<file path="src/rtl/lru_pkg.sv">
// rtl/lru_pkg.sv - shared opcodes and helpers for the LRU replacement engines
package lru_pkg;

  localparam logic LRU_OP_TOUCH = 1'b0;
  localparam logic LRU_OP_INVAL = 1'b1;

  // Widest row the reset-order helper can produce (upper bound on WAYS).
  localparam int LRU_MAX_WAYS = 16;

  // Ceiling log2 for elaboration-time width derivation.
  function automatic int lru_clog2(input int n);
    int r;
    r = 0;
    for (int v = 1; v < n; v = v * 2) r++;
    return r;
  endfunction

  // Index width that never collapses to zero bits.
  function automatic int lru_idx_w(input int n);
    return (n <= 2) ? 1 : lru_clog2(n);
  endfunction

  // Reset row for a way: newer than every lower-index way, so way0 is LRU.
  function automatic logic [LRU_MAX_WAYS-1:0] lru_reset_row(input int way);
    logic [LRU_MAX_WAYS-1:0] row;
    row = '0;
    for (int j = 0; j < LRU_MAX_WAYS; j++) begin
      if (j < way) row[j] = 1'b1;
    end
    return row;
  endfunction

endpackage

</file>
<file path="src/rtl/lru_victim_sel.sv">
// rtl/lru_victim_sel.sv - combinational victim pick from an age matrix and lock mask
module lru_victim_sel
  import lru_pkg::*;
#(
  parameter int WAYS  = 4,
  parameter int WAY_W = lru_idx_w(WAYS)
) (
  input  logic [WAYS*WAYS-1:0] i_rows,
  input  logic [WAYS-1:0]      i_lock_mask,
  output logic [WAY_W-1:0]     o_way,
  output logic                 o_none
);

  logic [WAYS-1:0] w_unlocked;
  logic            w_found;

  assign w_unlocked = ~i_lock_mask;

  // Lowest unlocked way that is newer than no other unlocked way.
  always_comb begin
    o_way   = '0;
    o_none  = ~|w_unlocked;
    w_found = 1'b0;
    for (int v = 0; v < WAYS; v++) begin
      if (!w_found && w_unlocked[v] &&
          ((i_rows[v*WAYS +: WAYS] & w_unlocked) == '0)) begin
        o_way   = WAY_W'(v);
        w_found = 1'b1;
      end
    end
  end

endmodule

</file>
<file path="src/rtl/lru_matrix_replacer.sv">
// rtl/lru_matrix_replacer.sv - WAYS x SETS true-LRU matrix replacer with lock and allocate
module lru_matrix_replacer
  import lru_pkg::*;
#(
  parameter int WAYS  = 4,
  parameter int SETS  = 4,
  parameter int WAY_W = lru_idx_w(WAYS),
  parameter int SET_W = lru_idx_w(SETS)
) (
  input  logic             clk,
  input  logic             reset,
  input  logic             upd_valid,
  output logic             upd_ready,
  input  logic [SET_W-1:0] upd_set,
  input  logic [WAY_W-1:0] upd_way,
  input  logic             upd_op,
  input  logic             qry_valid,
  output logic             qry_ready,
  input  logic [SET_W-1:0] qry_set,
  input  logic             qry_alloc,
  input  logic [WAYS-1:0]  lock_mask,
  output logic             vic_valid,
  output logic [WAY_W-1:0] vic_way,
  output logic             vic_none
);

  // r_mat[s][i][j] = 1 when way i is more recent than way j in set s.
  logic [WAYS-1:0]      r_mat [SETS][WAYS];

  logic                 r_pend_valid;
  logic [SET_W-1:0]     r_pend_set;
  logic [WAY_W-1:0]     r_pend_way;
  logic                 r_vic_valid;
  logic [WAY_W-1:0]     r_vic_way;
  logic                 r_vic_none;

  logic                 w_upd_fire;
  logic                 w_qry_fire;
  logic                 w_upd_in_range;
  logic                 w_qry_in_range;
  logic [SET_W-1:0]     w_upd_set_idx;
  logic [SET_W-1:0]     w_qry_set_idx;
  logic [WAYS*WAYS-1:0] w_qry_rows;
  logic [WAY_W-1:0]     w_sel_way;
  logic                 w_sel_none;

  // New value of row i when way k is touched (made MRU) or invalidated (made LRU).
  function automatic logic [WAYS-1:0] f_upd_row(input logic [WAYS-1:0] row,
                                                input logic row_is_k,
                                                input logic [WAY_W-1:0] k,
                                                input logic op);
    logic [WAYS-1:0] oh;
    logic [WAYS-1:0] r;
    oh = {{(WAYS-1){1'b0}}, 1'b1} << k;
    if (row_is_k) r = (op == LRU_OP_TOUCH) ? ~oh : '0;
    else          r = (op == LRU_OP_TOUCH) ? (row & ~oh) : (row | oh);
    return r;
  endfunction

  // A pending allocate touch stalls only requests aimed at its own set.
  assign upd_ready = !(r_pend_valid && (upd_set == r_pend_set));
  assign qry_ready = !(r_pend_valid && (qry_set == r_pend_set));

  assign w_upd_fire     = upd_valid && upd_ready;
  assign w_qry_fire     = qry_valid && qry_ready;
  assign w_upd_in_range = (32'(upd_set) < 32'(SETS)) && (32'(upd_way) < 32'(WAYS));
  assign w_qry_in_range = (32'(qry_set) < 32'(SETS));
  assign w_upd_set_idx  = w_upd_in_range ? upd_set : '0;
  assign w_qry_set_idx  = w_qry_in_range ? qry_set : '0;

  // Flatten the queried set's rows for the selector (read-before-write).
  always_comb begin
    w_qry_rows = '0;
    for (int i = 0; i < WAYS; i++) begin
      w_qry_rows[i*WAYS +: WAYS] = r_mat[w_qry_set_idx][i];
    end
  end

  lru_victim_sel #(
    .WAYS  (WAYS),
    .WAY_W (WAY_W)
  ) u_victim_sel (
    .i_rows      (w_qry_rows),
    .i_lock_mask (lock_mask),
    .o_way       (w_sel_way),
    .o_none      (w_sel_none)
  );

  // Matrix storage: external update and allocate touch never target the same set.
  always_ff @(posedge clk or negedge reset) begin
    if (!reset) begin
      for (int s = 0; s < SETS; s++) begin
        for (int i = 0; i < WAYS; i++) begin
          r_mat[s][i] <= WAYS'(lru_reset_row(i));
        end
      end
    end else begin
      if (w_upd_fire && w_upd_in_range) begin
        for (int i = 0; i < WAYS; i++) begin
          r_mat[w_upd_set_idx][i] <= f_upd_row(r_mat[w_upd_set_idx][i],
                                               (i == int'(upd_way)), upd_way, upd_op);
        end
      end
      if (r_pend_valid) begin
        for (int i = 0; i < WAYS; i++) begin
          r_mat[r_pend_set][i] <= f_upd_row(r_mat[r_pend_set][i],
                                            (i == int'(r_pend_way)), r_pend_way,
                                            LRU_OP_TOUCH);
        end
      end
    end
  end

  // Registered victim response and the one-cycle pending allocate touch.
  always_ff @(posedge clk or negedge reset) begin
    if (!reset) begin
      r_vic_valid  <= 1'b0;
      r_vic_way    <= '0;
      r_vic_none   <= 1'b0;
      r_pend_valid <= 1'b0;
      r_pend_set   <= '0;
      r_pend_way   <= '0;
    end else begin
      r_vic_valid  <= w_qry_fire;
      r_pend_valid <= w_qry_fire && qry_alloc && w_qry_in_range && !w_sel_none;
      r_pend_set   <= w_qry_set_idx;
      r_pend_way   <= w_sel_way;
      if (w_qry_fire) begin
        r_vic_way  <= (w_qry_in_range && !w_sel_none) ? w_sel_way : '0;
        r_vic_none <= !w_qry_in_range || w_sel_none;
      end
    end
  end

  assign vic_valid = r_vic_valid;
  assign vic_way   = r_vic_way;
  assign vic_none  = r_vic_none;

endmodule

</file>
<file path="config.mk">
export PLATFORM = sky130hd
export DESIGN_NAME = lru_matrix_replacer
export DESIGN_NICKNAME = d
export VERILOG_FILES = /design/src/rtl/lru_pkg.sv /design/src/rtl/lru_victim_sel.sv /design/src/rtl/lru_matrix_replacer.sv
export SDC_FILE = /design/constraint.sdc
export NUM_CORES = 1
export LEC_CHECK = 0
export CORE_MARGIN = 3
export CORE_UTILIZATION = 45
export CTS_BUF_LIST = sky130_fd_sc_hd__clkbuf_2
export DETAILED_ROUTE_END_ITERATION = 12
export SLEW_MARGIN = 20
export SYNTH_ARGS = -nofsm -noshare
export SYNTH_HDL_FRONTEND = slang
export SYNTH_SLANG_ARGS = --single-unit
</file>
<file path="constraint.sdc">
create_clock -name clk -period 2.1 [get_ports clk]
set_clock_uncertainty 0.2 [all_clocks]
set_input_delay 0.63 -clock clk [delete_from_list [all_inputs] [get_ports clk]]
set_output_delay 0.63 -clock clk [all_outputs]
set_load 0.005 [all_outputs]
</file>
==> metrics.txt, run 1 <==
max_slew headroom=56.09%; total wire length=17030 microns; worst hold path class=reg2reg; Final setup viols=55; status=finished with violations; FMAX=0.4098 GHz; hold worst-path end=r_mat[16]; global-route wire length before repair=26500 microns; sequential share of the synthesized area=approximately 36%; simple-gate area share of the yosys netlist=17.56%; Final Net Count=611; clock insertion delay at the later pin of the skew report=0.59 ns; Buffers & Inverters on Critical Path=2; # rows=38; synthesized net count=519; Post-Synth XOR/XNOR Area=1.638%; period utilisation layout=116.2%; power per cell area=924.0 mW/mm^2; Finished Layout Cells=740; DRT Pass-1 Iters=5; post-route ant nets=0; Starting Density=roughly 47%; FF+latch count, synth=73; Post-synth EDFFs=0; pin count of the biggest net entering global routing=74; Worst path slowest cell=dfrtp_2; iteration-0 DRC count of the detailed router=603; Primary FF master, synth=dfrtp_1; CTS max path bufs=2; Max Cap Viol=0; CTS Sinks=73; async set-reset flop share out of synthesis=100.0%; Crit. End Element=primary output; global placement routability congestion=0.9386; die width=113.4 microns; Reg2Reg Setup Slack=-0.14 ns; HPWL after detailed placement=11650 microns; Buffers on Ports=21; Compound-Gate Fraction of Synth Area=10.62%; H-Tree Depth=3; CP Data Required Time=around 1.3 ns; via count=about 4700; main combinational cell family by area after synthesis=multiplexers; CTS clk-pin slew, worst paths=~0.23 ns; grt ovf=0; layout cell share with drive strength beyond 1=42.00%; drt drc=0; critical path's largest stage delay=0.49 ns; Mapped Area=0.005195 sq mm; Die ar.=0.01287 sq mm; mux cell area share after synthesis=between 20% and 30%; RSZ-0062 raised after global routing=yes; crit path cell chain=buf_12 -> xnor2_4 -> nand3_1 -> buf_2; startpoint types=flop; Worst path top cell family by delay=flip-flops; Lkg Pwr=about 0.0028 uW; vias per cell=6.359; overall routing resource usage=26.91%; hold depth=2; initial antenna violation count=0; adder-cell share of the synthesized area=0.7707%; Worst Max-Slew Pin Slew=around 0.66 ns; TritonCTS clock tree=yes; Crit Path Max Fanout=2; number of diodes=0; setup slack after layout=-0.3402 ns; clock buffer count from CTS=9; Final Hold Fails=0; synth unique cells=50; Die Span Y=113.4 microns; Syn Inst Count=503; Power, Total=6321 uW; post-DR wirelength/cell=23.01 microns; syn_area_per_cell=10.33 sq um; Syn-to-layout area delta=31.70%; post-layout min period=2.440 ns; Crit Path Class=reg2out; Hold Path Origin=r_mat[16]; Core ar.=0.01108 sq mm; RR Startpoint=r_pend_set[0]; YS warnings=0; peak supply drop=0.4625 mV; Root Driver=clkbuf_2; I/O pin count=22; vias in the first global route=4671; Worst R2R End=r_mat[63]; Setup crit start=r_pend_set[1]; Inst Count DP=around 700; fin. max-slew vios=0; Data arrival, critical path=1.61 ns; length in cells of the worst reg-to-reg path=9; failing checks=setup timing
==> per-layer routing <==
metal / wire length [microns] / up-vias / GRT usage, %
met5: 0 / - / 0
met3: 1323 / 38 / 3.289
met2: 8270 / 244 / 43.60
met4: 439 / 0 / 9.535
met1: 6992 / 2375 / 37.60
li1: - / 2049 / -
==> worst register-to-register path, stage by stage, from the launching register on <==
cell,delay [ns]
dfrtp_1,0.43
buf_6,0.13
buf_6,0.11
buf_6,0.11
buf_12,0.13
buf_12,0.12
mux4_2,0.41
maj3_2,0.36
nand2_1,0.09
nand3_2,0.06
==> what timing repair did <==
action,in CTS,in global routing
gates cloned,1,3
endpoints found under the hold margin,49,0
resized for setup,64,70
pin swaps,11,38
setup endpoints to repair,53,72
hold buffers,1,0
setup buffers,19,14
==> state kept, by name, indices dropped and copies added, names as in the netlist <==
| register | count |
|---|---|
| vic_way | 2 |
| r_pend_way | 2 |
| r_pend_valid | 1 |
| vic_valid | 1 |
| r_mat | 64 |
| vic_none | 1 |
| r_pend_set | 2 |
==> cell families after synthesis <==
family | after synthesis
xor+xnor | 8
compound gates | 84
flops | 73
buf+inv | 51
mux | 88
simple gates | 195
fa+ha+maj | 4
==> layout make-up <==
cell class | instances | area, sq um
fillers | 868 | 4237
multi-input cells | 379 | 3333
flip-flops and latches | 73 | 1858
repair buffers | 124 | 1334
well taps | 140 | 175.2
clock inverters | 5 | 56.30
clock buffers | 11 | 55.05
inverters | 8 | 30.03
==> how the worst max path moves through the flow <==
stage / slack, ns / end / cells after the start
after global routing: -0.38 / qry_ready / 4
after global placement: -0.77 / qry_ready / 5
final: -0.34 / upd_ready / 4
after detailed placement: -0.80 / qry_ready / 5
after CTS: -0.32 / qry_ready / 4
after floorplan: -0.09 / vic_way[0] / 6
==> cells in the final DEF, fill, tap and decap left out, types with 4 or more instances in the layout <==
| master | synthesis | final |
|---|---|---|
| mux2_4 | 0 | 4 |
| nor2b_1 | 7 | 7 |
| nand3_2 | 0 | 15 |
| nor2_1 | 11 | 11 |
| o21ai_1 | 8 | 35 |
| inv_1 | 8 | 8 |
| nand3_1 | 52 | 37 |
| clkbuf_2 | 0 | 13 |
| and2_4 | 1 | 4 |
| buf_4 | 10 | 55 |
| buf_12 | 0 | 15 |
| nand2_4 | 0 | 4 |
| clkdlybuf4s50_1 | 0 | 10 |
| buf_8 | 0 | 4 |
| a21o_1 | 4 | 4 |
| nand2_1 | 99 | 91 |
| mux4_2 | 38 | 41 |
| o211ai_1 | 17 | 17 |
| nand2_2 | 0 | 4 |
| buf_6 | 7 | 24 |
| dfstp_2 | 24 | 24 |
| buf_2 | 5 | 4 |
| o21ai_0 | 34 | 4 |
| dfrtp_1 | 49 | 48 |
| mux2i_1 | 38 | 37 |
==> where the power goes <==
part / total (uW) / switching [uW] / internal [uW]
logic: 2780 / 1290 / 1490
clock network: 825 / 542 / 282
registers: 2720 / 663 / 2050
total: 6320 / 2500 / 3820
==> cells in the mapped netlist (all sizes together), types with 6 or more instances <==
| library cell | count | share of area, % |
|---|---|---|
| clkbuf | 20 | 1.4 |
| o211ai | 17 | 2.5 |
| inv | 8 | 0.58 |
| nor2 | 11 | 0.79 |
| xnor2 | 6 | 1.3 |
| mux4 | 44 | 20 |
| and2 | 6 | 0.77 |
| dfstp | 24 | 12 |
| mux2 | 6 | 1.3 |
| o21ai | 42 | 4.0 |
| nand2 | 99 | 7.2 |
| mux2i | 38 | 7.3 |
| nor2b | 7 | 0.84 |
| dfrtp | 49 | 24 |
| nand3 | 52 | 5.0 |
| buf | 23 | 3.5 |
==> per-stage QoR <==
stage / setup WS (ns) / hold WS [ns] / utilization [%] / instance area [sq um] / setup TNS [ns]
global placement: -0.7667 / 0.2871 / 54.87 / 6078 / -43.99
global route: -0.3785 / 0.3593 / 61.76 / 6842 / -6.482
finish: -0.3402 / 0.3397 / 61.76 / 6842 / -3.764
detailed placement: -0.7999 / 0.2932 / 54.87 / 6078 / -45.08
CTS: -0.3170 / 0.3430 / 58.45 / 6475 / -1.209
floorplan: -0.09119 / 0.1344 / - / 5299 / -1.334
Power figures use the tool's default switching activity.
==> run 2, diff against run 1 <==
Settings changed: CORE_UTILIZATION 45 to 35, SYNTH_HIERARCHICAL set to 1.
==> run 2 against run 1 <==
The run still ends with setup timing left; combinational power rose by 17%; synthesized area increased by 3.0%; sequential cell count stayed put; count of clock-buffer cells in the layout grew 2; largest cell class unchanged.
==> metrics.txt, run 2 <==
status=finished with violations; failing checks=setup timing; Starting Density=36.25%; Inst Count DP=711; grt ovf=0; total wire length=about 18000 microns; count leader, synth=mux2i_1; Syn-to-layout area delta=29.75%; layout cell share with drive strength beyond 1=44.77%; synth top area cells=dfrtp_1 23%, mux4_2 20%, dfstp_2 12%, mux2i_1 11%, o21ai_0 3.8%; I/O pin count=22; Syn Inst Count=469; overall routing resource usage=21.62%; hold depth=3; startpoint types=flop; Final Net Count=just under 600; Worst Max-Slew Pin Slew=0.5796 ns; # rows=44; Root Driver=clkbuf_2; vias in the first global route=~4700; sequential share of the synthesized area=between 30% and 40%; Largest Register=r_mat; worst hold slack=~0.22 ns; global placement routability congestion=0.9717; Max Cap Viol=0; Commonest cells post-synth=60 x mux2i_1, 49 x dfrtp_1, 48 x mux4_2; period utilisation layout=113.3%; max FFs per register=64; iteration-0 DRC count of the detailed router=581; Final Hold Fails=0; most common cell after layout, fill and taps aside=buf_4; vias per cell=6.140; TritonCTS clock tree=yes; clock buffer count from CTS=9; Yosys top cell area share=22.92%; length in cells of the worst reg-to-reg path=6; number of diodes=0; Data arrival, critical path=1.55 ns; Yosys top cell by area=dfrtp_1; CTS clk-pin slew, worst paths=0.19 ns; CTS Sinks=73; Buffers on Ports=21; via count=4654; post-layout min period=2.380 ns; Finished Layout Cells=approximately 760; synthesized net count=485; HPWL after detailed placement=about 12000 microns; most frequent cells in the layout=75 x buf_4, 58 x mux2i_1, 48 x mux4_2; Die ar.=0.01680 sq mm; setup slack after layout=-0.2799 ns; post-route ant nets=0; Crit Path Max Fanout=2; Post-synth EDFFs=0; DRT Pass-1 Iters=5; post-DR wirelength/cell=23.66 microns; initial antenna violation count=0; Core ar.=0.01475 sq mm; CTS max path bufs=2; H-Tree Depth=3; async set-reset flop share out of synthesis=between 90% and 100%; Lkg Pwr=~0.0029 uW; clock insertion delay at the later pin of the skew report=0.61 ns; power per cell area=1012 mW/mm^2; Crit Path Class=reg2out; Die Span Y=129.6 microns; RSZ-0062 raised after global routing=yes; fin. max-slew vios=0; max_slew headroom=61.22%; pin count of the biggest net entering global routing=74; Util after Layout=between 40% and 50%; Mapped Area=0.005349 sq mm; FF+latch count, synth=73; die width=129.6 microns; drt drc=0; global-route wire length before repair=27360 microns; YS warnings=6; syn_area_per_cell=11.40 sq um; CP Data Required Time=1.27 ns; Final setup viols=6; Crit. End Element=primary output; worst hold path class=in2reg; FMAX=0.4202 GHz; peak supply drop=0.5204 mV; Primary FF master, synth=dfrtp_1; synth unique cells=58
[run 2: final cells by class]
class	instances	area [sq um]
flip-flops and latches	73	1862
clock inverters	3	68.82
well taps	184	230.2
fillers	1313	7814
multi-input cells	350	3397
clock buffers	13	65.06
repair buffers	126	1284
inverters	9	33.78
[run 2: path summary, 6_finish.rpt]
path / slack, ns / end / start
max in group asynchronous: 0.93 / r_mat[5] / reset
worst max-delay path: -0.28 / qry_ready / r_pend_set[1]
worst max register to register: -0.18 / vic_way[1] / r_mat[14]
worst min-delay path: 0.22 / r_pend_set[0] / qry_set[0]
min in group asynchronous: 0.35 / r_mat[23] / reset
worst min register to register: 0.34 / vic_none / vic_none
[run 2: report_power, final]
part	internal [uW]	leakage (uW)	switching [uW]	total, uW
Sequential	2120	0.000860	682	2800
Combinational	1810	0.00191	1460	3260
Clock	416	0.0000864	543	959
[run 2: logic make-up after synthesis]
| family | synth area share [%] |
|---|---|
| XOR/XNOR | 1.310 |
| AND/OR/NAND/NOR | 12.51 |
| buffers and inverters | 4.959 |
| flip-flops | 34.71 |
| AO/OA/AOI/OAI | 12.12 |
| multiplexers | 34.39 |
[run 2: critical path: stages (launching register included)]
cell	delay [ns]
dfrtp_2	0.46
buf_6	0.13
xnor2_2	0.15
nand3_2	0.09
buf_2	0.15
[run 2: metal layers]
metal,GRT usage (%),part of all wire (%)
met1,29.30,42
met2,34.27,47
met3,4.905,7.8
met4,7.579,2.9
met5,0,0
[run 2: what timing repair did]
| item | CTS | global route |
|---|---|---|
| hold buffers | 1 | 0 |
| hold endpoints to repair | 49 | 0 |
| gates cloned | 1 | 3 |
| setup buffers | 14 | 15 |
| resized for setup | 59 | 40 |
| setup endpoints to repair | 55 | 56 |
| pin swaps | 6 | 11 |
[run 2: stage by stage]
stage	worst slack [ns]	setup TNS, ns	power, uW	cell area [sq um]
final	-0.2799	-0.8354	7025	6940
after global routing	-0.3996	-2.776	7414	6940
after CTS	-0.3058	-1.095	6774	6653
after detailed placement	-1.109	-50.09	5719	6261
after global placement	-1.064	-47.92	5586	6261
after floorplan	-0.5057	-1.236	4544	5384
==> run 3, diff against run 2 <==
Settings changed: SETUP_SLACK_MARGIN set to 0.5.
==> run 3 against run 2 <==
The run still ends with setup timing left; global-route usage rose by 1.5 points; fmax fell by 1.1%; clock power fell by 10%; critical path depth did not move; routed wire length rose by 8.0%; combinational power rose by 20%; sequential cell count did not move; core utilization rose by 5.1 points; final cell count rose by 4.1%; die area did not move; hold slack got worse by 0.028 ns; sequential power barely moved; critical path type unchanged; critical endpoint unchanged; largest power group unchanged.
==> metrics.txt, run 3 (synthesis results as in run 2) <==
pin count of the biggest net entering global routing=74; layout cell share with drive strength beyond 1=54.21%; number of diodes=0; power per cell area=986.9 mW/mm^2; iteration-0 DRC count of the detailed router=615; overall routing resource usage=23.12%; total wire length=~19000 microns; FMAX=0.4157 GHz; # rows=44; Worst Max-Slew Pin Slew=0.7482 ns; vias in the first global route=4951; max FFs per register=between 60 and 70; Inst Count DP=723; global-route wire length before repair=29180 microns; clock insertion delay at the later pin of the skew report=0.62 ns; initial antenna violation count=0; Buffers on Ports=21; Crit. End Element=primary output; worst hold path class=in2reg; fin. max-slew vios=0; fillers=1212; Final Hold Fails=0; H-Tree Depth=3; worst hold slack=about 0.20 ns; grt ovf=0; Starting Density=36.25%; CP Data Required Time=1.27 ns; TritonCTS clock tree=yes; via count=between 4000 and 5000; I/O pin count=22; Die ar.=roughly 0.017 sq mm; Max Cap Viol=0; post-layout min period=2.406 ns; die width=129.6 microns; peak supply drop=0.6088 mV; period utilisation layout=114.6%; DRT Pass-1 Iters=8; status=finished with violations; CTS Sinks=73; max_slew headroom=50.12%; post-route cell area=0.007687 sq mm; vias per cell=6.304; post-DR wirelength/cell=24.55 microns; Finished Layout Cells=around 800; Final Net Count=616; Area after DPL=0.006452 sq mm; Data arrival, critical path=1.58 ns; CTS clk-pin slew, worst paths=between 0.2 and 0.25 ns; drt drc=0; Die Span Y=~130 microns; clock buffer count from CTS=9; post-route ant nets=0; HPWL after detailed placement=12250 microns; Largest Register=r_mat; Util after Layout=52.10%; Syn-to-layout area delta=43.72%; most common cell after layout, fill and taps aside=buf_4; RSZ-0062 raised after global routing=yes; Final setup viols=65; startpoint types=flop; Root Driver=clkbuf_2; Crit Path Max Fanout=2; Core ar.=0.01475 sq mm; setup slack after layout=-0.3059 ns; most frequent cells in the layout=74 x buf_4, 58 x mux2i_1, 48 x mux4_2; Crit Path Class=reg2out; Lkg Pwr=0.003185 uW; failing checks=setup timing; global placement routability congestion=slightly below 1; CTS max path bufs=2
-- run 3: worst paths after layout --
check | start | to | slack [ns] | cells past startpoint
max in group asynchronous | reset | r_mat[56] | 0.97 | 3
max | r_pend_set[1] | qry_ready | -0.31 | 4
min reg2reg | vic_none | vic_none | 0.35 | 1
min | qry_set[0] | r_pend_set[0] | 0.20 | 3
max reg2reg | r_pend_set[0] | r_mat[10] | -0.19 | 10
min in group asynchronous | reset | r_mat[28] | 0.33 | 3
-- run 3: worst max-delay path, stage by stage, from the launching register on --
cell	delay (ns)
dfrtp_2	0.46
buf_6	0.13
xnor2_4	0.14
nand3_2	0.12
buf_6	0.13
-- run 3: metrics by stage --
stage               power [uW]  setup WS (ns)  TNS [ns]
finish                    7586        -0.3059    -8.899
global route              7964        -0.4538    -15.38
CTS                       7177        -0.3155    -8.129
detailed placement        5922         -1.094    -48.48
global placement          5813         -1.034    -47.38
floorplan                 4664        -0.5057    -1.235
-- run 3: power breakdown --
group          internal, uW  leakage [uW]  switching [uW]
combinational          2160       0.00226            1760
sequential             2120      0.000862             694
clock                   272     0.0000636             588
-- run 3: final cells by class --
| cell class | count | area [sq um] | area share [%] |
|---|---|---|---|
| multi-input cells | 350 | 3744 | 48.70 |
| flip-flops and latches | 73 | 1859 | 24.19 |
| repair buffers | 157 | 1705 | 22.18 |
| well taps | 184 | 230.2 | 2.995 |
| clock inverters | 7 | 70.07 | 0.9115 |
| clock buffers | 9 | 45.04 | 0.5859 |
| inverters | 9 | 33.78 | 0.4395 |
-- run 3: timing repair --
action / CTS / global route
endpoints found under the hold margin: 49 / 0
resized for setup: 120 / 57
hold buffers: 1 / 0
gates cloned: 6 / 1
pin swaps: 41 / 28
buffers inserted: 36 / 6
setup endpoints to repair: 76 / 76
-- run 3: layer usage --
| layer | wire (microns) | track usage (%) | up-vias |
|---|---|---|---|
| met5 | 0 | 0 | - |
| met4 | 491 | 9.108 | 0 |
| met3 | 1884 | 5.111 | 46 |
| met2 | 9468 | 36.12 | 309 |
| met1 | 7524 | 31.45 | 2550 |
| li1 | - | - | 2069 |
